$ cat src/rtl/mem_bridge.sv
// mem_bridge: bridges a level-held core load/store request (MemRd/MemWr,
// held until MemDone) onto a valid/ready bus request channel with a
// separate read-response channel.
//
// Handshake rules:
//   - The bus request (m_valid, m_we, m_addr, m_wdata) is offered from the
//     cycle after acceptance.
//   - It stays stable until m_valid & m_ready is seen on a rising edge.
//   - A read then waits for m_rvalid; m_rvalid is ignored in every other state.
//   - The core sees Busy from the cycle after acceptance through the DONE
//     cycle, and a one-cycle MemDone pulse with MemErr qualifying it.
//
// Optional feature: define MEM_BRIDGE_TIMEOUT_EN to build a stall counter.
// It aborts a transaction that sits in REQ/RESP for TIMEOUT_CYCLES cycles.
// Without the macro, no counter exists and the bridge waits indefinitely.
module mem_bridge #(
  parameter int TIMEOUT_CYCLES = 255
) (
  input  logic        clk,
  input  logic        reset,
  input  logic [31:0] Adr,
  input  logic [31:0] WriteData,
  input  logic        MemRd,
  input  logic        MemWr,
  output logic [31:0] ReadData,
  output logic        Busy,
  output logic        MemDone,
  output logic        MemErr,
  output logic        m_valid,
  output logic        m_we,
  output logic [31:0] m_addr,
  output logic [31:0] m_wdata,
  input  logic        m_ready,
  input  logic        m_rvalid,
  input  logic [31:0] m_rdata,
  output logic [1:0]  state_dbg
);

  typedef enum logic [1:0] {
    IDLE = 2'd0,
    REQ  = 2'd1,
    RESP = 2'd2,
    DONE = 2'd3
  } state_t;

  state_t state;
  logic   timeout;

  // The counter width must be able to hold TIMEOUT_CYCLES-1.
  if (TIMEOUT_CYCLES < 1 || TIMEOUT_CYCLES > 65536) begin : g_bad_timeout
    $error("mem_bridge: TIMEOUT_CYCLES must be in 1..65536");
  end

`ifdef MEM_BRIDGE_TIMEOUT_EN
  localparam int CW = (TIMEOUT_CYCLES > 256) ? 16 : 8;

  logic [CW-1:0] to_cnt;

  // The abort fires on the edge where the count of REQ/RESP cycles reaches TIMEOUT_CYCLES.
  assign timeout = (int'(to_cnt) >= (TIMEOUT_CYCLES - 1));

  // Stall counter: held at zero while idle, counts REQ/RESP cycles, saturates at the abort point.
  always_ff @(posedge clk or negedge reset) begin
    if (!reset) begin
      to_cnt <= '0;
    end else if (state == IDLE) begin
      to_cnt <= '0;
    end else if ((state == REQ || state == RESP) && !timeout) begin
      to_cnt <= to_cnt + 1'b1;
    end
  end
`else
  assign timeout = 1'b0;
`endif

  // Transaction FSM with all core- and bus-facing outputs registered.
  always_ff @(posedge clk or negedge reset) begin
    if (!reset) begin
      state    <= IDLE;
      ReadData <= '0;
      Busy     <= 1'b0;
      MemDone  <= 1'b0;
      MemErr   <= 1'b0;
      m_valid  <= 1'b0;
      m_we     <= 1'b0;
      m_addr   <= '0;
      m_wdata  <= '0;
    end else begin
      MemDone <= 1'b0;
      MemErr  <= 1'b0;
      case (state)
        IDLE: begin
          if (MemRd || MemWr) begin
            // A write wins when both request lines are high.
            m_addr  <= Adr;
            m_wdata <= WriteData;
            m_we    <= MemWr;
            Busy    <= 1'b1;
            if (Adr[1:0] != 2'b00) begin
              // A misaligned access never reaches the bus.
              state   <= DONE;
              MemDone <= 1'b1;
              MemErr  <= 1'b1;
            end else begin
              state   <= REQ;
              m_valid <= 1'b1;
            end
          end
        end
        REQ: begin
          if (timeout) begin
            m_valid <= 1'b0;
            state   <= DONE;
            MemDone <= 1'b1;
            MemErr  <= 1'b1;
          end else if (m_ready) begin
            m_valid <= 1'b0;
            if (m_we) begin
              state   <= DONE;
              MemDone <= 1'b1;
            end else begin
              state <= RESP;
            end
          end
        end
        RESP: begin
          if (timeout) begin
            state   <= DONE;
            MemDone <= 1'b1;
            MemErr  <= 1'b1;
          end else if (m_rvalid) begin
            ReadData <= m_rdata;
            state    <= DONE;
            MemDone  <= 1'b1;
          end
        end
        DONE: begin
          // Request lines are ignored here; the core drops them during MemDone.
          state <= IDLE;
          Busy  <= 1'b0;
        end
        default: begin
          state <= IDLE;
          Busy  <= 1'b0;
        end
      endcase
    end
  end

  assign state_dbg = state;

endmodule

$ cat config.mk
export PLATFORM = sky130hd
export DESIGN_NAME = mem_bridge
export DESIGN_NICKNAME = d
export VERILOG_FILES = /design/src/rtl/mem_bridge.sv
export SDC_FILE = /design/constraint.sdc
export NUM_CORES = 1
export LEC_CHECK = 0
export CAP_MARGIN = 20
export CORE_ASPECT_RATIO = 0.7
export CORE_MARGIN = 2
export CORE_UTILIZATION = 36
export CTS_CLUSTER_SIZE = 30
export DETAILED_ROUTE_END_ITERATION = 12
export GPL_TIMING_DRIVEN = 0
export PLACE_DENSITY = 0.77
export SLEW_MARGIN = 10
export SYNTH_ARGS = -nofsm -noshare
export SYNTH_HDL_FRONTEND = slang
export SYNTH_SLANG_ARGS = --single-unit
$ cat constraint.sdc
create_clock -name clk -period 1.4 [get_ports clk]
set_input_delay 0.14 -clock clk [delete_from_list [all_inputs] [get_ports clk]]
set_output_delay 0.14 -clock clk [all_outputs]
set_load 0.02 [all_outputs]
# Word level (Yosys, flattened, before mapping)
# Index checks and enable logic that the tools add are counted.
[op_classes] eq_ne=7 n_reduce_logical=10 muxes=19
[ops] cell="$mux W1" n=11
[ops] cell="$mux W2" n=4
[ops] cell="$ne A2 B2 Y1 const B" n=4
[ops] cell="$pmux W2 S4" n=1
[ops] cell="$reduce_and A2 Y1" n=3
[ops] cell="$reduce_bool A2 Y1" n=3
[ops] cell="$eq A2 B2 Y1 const B" n=2
[ops] cell="$pmux W1 S2" n=2
[ops] cell="$reduce_and A4 Y1" n=1
[ops] cell="$pmux W1 S3" n=1
[ops] cell="$reduce_and A3 Y1" n=1
[ops] cell="$eq A2 B1 Y1 const B" n=1
[ops] cell="$logic_not A2 Y1" n=1
[ops] cell="$logic_or A1 B1 Y1" n=1
[totals] output_inout_bits=103 ff_bits=103

# Longest topological paths before layout
[depth] depth_word=4 ltp_mapped=7 depth_no_buf=5

# Least setup slack after synthesis
# OpenSTA, ideal clock, no wires.
[synth_path] path_type="register to register" start="register state[0] (netlist: state_dbg[0])" end="register m_addr[10]" t_arrival_ns=1.636 setup_slack_ns=-0.364 stages_incl_launch_ff=7 n_path_buf=2 cell_sequence="dfrtp_1 -> inv_1 -> ha_1 -> o21ai_2 -> buf_6 -> buf_4 -> mux2_1"
[synth_between] elab_chain_cells=2
[synth_lines] item="start, declared" line="46" text="state_t state;"
[synth_lines] item="start signal, assigned" line="79" text="state <= IDLE;"
[synth_lines] item="start signal, assigned" line="101" text="state <= DONE;"
[synth_lines] item="start signal, assigned" line="105" text="state <= REQ;"
[synth_lines] item="$logic_not A2 Y1" line="91" text="case (state)"
[synth_lines] item="$reduce_and A2 Y1 (no line)"
[synth_lines] item="end signal, assigned" line="95" text="m_addr <= Adr;"
[synth_lines] item="end, declared" line="31" text="output logic [31:0] m_addr,"
# Every way passes these cells.
# A chain may end at the register's enable or synchronous reset.

# Worst setup path after layout
[layout_path] start="register state[0] (netlist: state_dbg[0])" end="register m_addr[20]"
# Same word-level chain as after synthesis.

==> flow_summary.toml <==
[status]
status = "complete, but fails checks"
violations = "negative setup slack"

[clocking]
clockBufferDepth = 2
clock-sinks = 103
cts-buffers-inserted = 9
clk_pin_slew_ns = 0.07
cts_tree = "yes"
htree_num_levels = 3
clkLatencyLatePin_ns = 0.34
cts_root_buf = "clkbuf_16"

[drt]
drtPass1Iterations = 4
routed_wl_mm = 10.4
ant_nets = 0
avgViaCountPerCell = 4.54
wl_per_cell_microns = 16.3
vias = 2901
drc_errors = 0
drt_iter0_drc = 54

[floorplan]
start_util_pct = 36.6
die_y_microns = 92.1
dieWidth_microns = 130
core-area_sq_mm = 0.0109
rows = 32
ios = 205
die_area_sq_mm = 0.0119

[timing]
final.setup.worst_slack_ns = -0.145
max_freq_mhz = 647
tightestPinTransition_ns = 0.407
final-setup-viol-count = 100
slew_headroom_pct = 72.9
rsz0062_at_grt = "true"
finalHoldViolCount = 0
finalCritPeriodShare_pct = 110
final.setup_skew_ns = 0.00563
slew_viol_final = 0
fin_hold_ws_ns = 0.281
period_needed_ns = 1.55

[worst_setup_path]
cpPeakStageDelay_ns = 0.43
cp.required_ns = 1.62
rr_endpoint = "m_addr[20]$_DFFE_PN0P_"
rrSetupSlack_ns = -0.15
critPathMaxFanout = 10
path_class = "flip-flop to flip-flop"
startpoint_type = "flip-flop"
slowest_stage = "dfrtp_2"
timing.rr.start = "state_dbg[0]$_DFFE_PN0P_"
crit_start = "state_dbg[0]$_DFFE_PN0P_"
crit_top_cell = "buf_12"
cp.buffers_inverters = 3
cp_num_cells = 6
end_kind = "flip-flop"
endpoint = "m_addr[20]$_DFFE_PN0P_"
cp_top_family = "flip-flops"
reg2reg_depth = 6
cp_cell_sequence = "inv_4, ha_4, o21ai_4, buf_12, buf_12, mux2_1"
cp_data_arrival_time_ns = 1.76

[grt]
met3_usage_pct = 6.88
grt_pass1_wl_mm = 16.5
use_met2_pct = 29.6
antenna_found_initial = 0
grt-ovfl-total = 0
first_global_vias = 3184
grt_max_degree = 62
use_met1_pct = 21.6
busiest_layer = "met2"
track_usage_pct = 17.8

[placed_design]
pre_cts_slack_ns = -0.376
placed_area_sq_mm = 0.00631
place_hpwl_mm = 7.51
place_inst = 604
gp_congestion = 0.696
numPortBuffers = 204

[power_and_ir_drop]
peakVddDrop_mv = 1.06
power.leakage_nw = 3.23
p_per_area_mw_per_mm2 = 2360
power.total_mw = 16.4

[synthesis]
yosys_warnings = 0
syn-num-nets = 354
avgSynthCellArea_sq_um = 16.2
seq_area_frac_synth_pct = 64.6
yosys.cell_types.count = 24
syn_area_sq_mm = 0.00399
synth-seq-cells = 103
syn_inst = 246

[finish]
area_delta_synth_final_pct = 74.2
instances_no_fill = 639
final_common_cell = "dfrtp_1"
final_cell_mix = "dfrtp_1, clkdlybuf4s50_1, dlygate4sd2_1, mux2_2, mux2_4"
insertedDiodeCount = 0
nNetsFinal = 590
fin_area_sq_mm = 0.00695
drive_gt1_share_pct = 31.3

[min_path]
hold_path_class = "input port to asynchronous set/reset pin"

[job]
maxCapViolations = 0
## per-layer routing
layer | vias up | wire [microns]
met5 | - | 0
met2 | 115 | 5080
met4 | 0 | 131
met3 | 13 | 950
met1 | 1441 | 4270
li1 | 1332 | -
## kinds of logic after synthesis
logic type | after synthesis | synth area share (%)
DFF | 103 | 64.6
muxes | 98 | 27.6
buffers and inverters | 15 | 2.07
and+or+nand+nor | 13 | 1.54
AOI/OAI and AO/OA | 11 | 2.26
adders and majority gates | 6 | 1.88
## stage by stage
step,utilization (%),setup TNS (ns)
3_5_place_dp,57.9,-26.49
4_1_cts,63.1,-8.28
6_report,63.8,-9.49
2_1_floorplan,-,-7.75
3_3_place_gp,57.7,-398.07
5_1_grt,63.8,-13.78
## worst min path at each step
| stage | startpoint | endpoint | slack [ns] | cells after the start |
|---|---|---|---|---|
| after global routing | reset | ReadData[2]$_DFFE_PN0P_ | 0.33 | 2 |
| after floorplan | reset | Busy$_DFFE_PN0P_ | -0.16 | 0 |
| final | reset | ReadData[2]$_DFFE_PN0P_ | 0.28 | 2 |
| after CTS | reset | ReadData[2]$_DFFE_PN0P_ | 0.28 | 2 |
| after global placement | m_addr[27]$_DFFE_PN0P_ | m_addr[27]$_DFFE_PN0P_ | 0.47 | 1 |
| after detailed placement | reset | ReadData[2]$_DFFE_PN0P_ | 0.08 | 1 |
## state kept, by name, indices dropped and copies added (netlist names), 2 cells and up
register   cells
m_addr        32
state_dbg      2
m_wdata       32
ReadData      32
## final cells by class
cell class / instances / area (sq um)
plain buffers: 10 / 156
clock buffers: 9 / 225
repair buffers: 225 / 2150
inverters: 5 / 23.8
fillers: 855 / 3940
multi-input cells: 128 / 1510
flip-flops and latches: 103 / 2580
clock inverters: 6 / 110
well taps: 153 / 191
## power by group
part | switching [mW] | leakage (nW) | internal [mW]
combinational | 4.09 | 1.85 | 4.28
sequential | 0.743 | 1.22 | 4.51
clock | 1.07 | 0.158 | 1.73
## synthesized netlist by cell type
cell type,instances,area [sq um]
dfrtp_1,103,2580
mux2_2,67,754
mux2_1,29,327
buf_2,6,30.0
ha_1,6,75.1
inv_1,5,18.8
nand2_1,4,15.0
nor2_1,4,15.0
buf_4,3,22.5
a211oi_1,2,15.0
mux2i_1,2,20.0
nor2b_1,2,12.5
o21ai_0,2,10.0
a2111oi_0,1,8.76
a2bb2oi_1,1,8.76
a31oi_1,1,6.26
buf_6,1,11.3
nand3_1,1,5.00
nand3b_1,1,7.51
o21a_1,1,7.51
o21ai_2,1,8.76
o311ai_0,1,8.76
o41ai_2,1,16.3
or2_1,1,6.26
## repair_timing
action                     4_1_cts  5_1_grt
buffers inserted                15        2
hold endpoints to repair        42        0
hold buffers                     1        0
cloned                           2        0
setup endpoints to repair      203      102
gates resized for setup        147       12
pin swaps                        7        4
No activity file was read; power rests on OpenSTA's default activity.
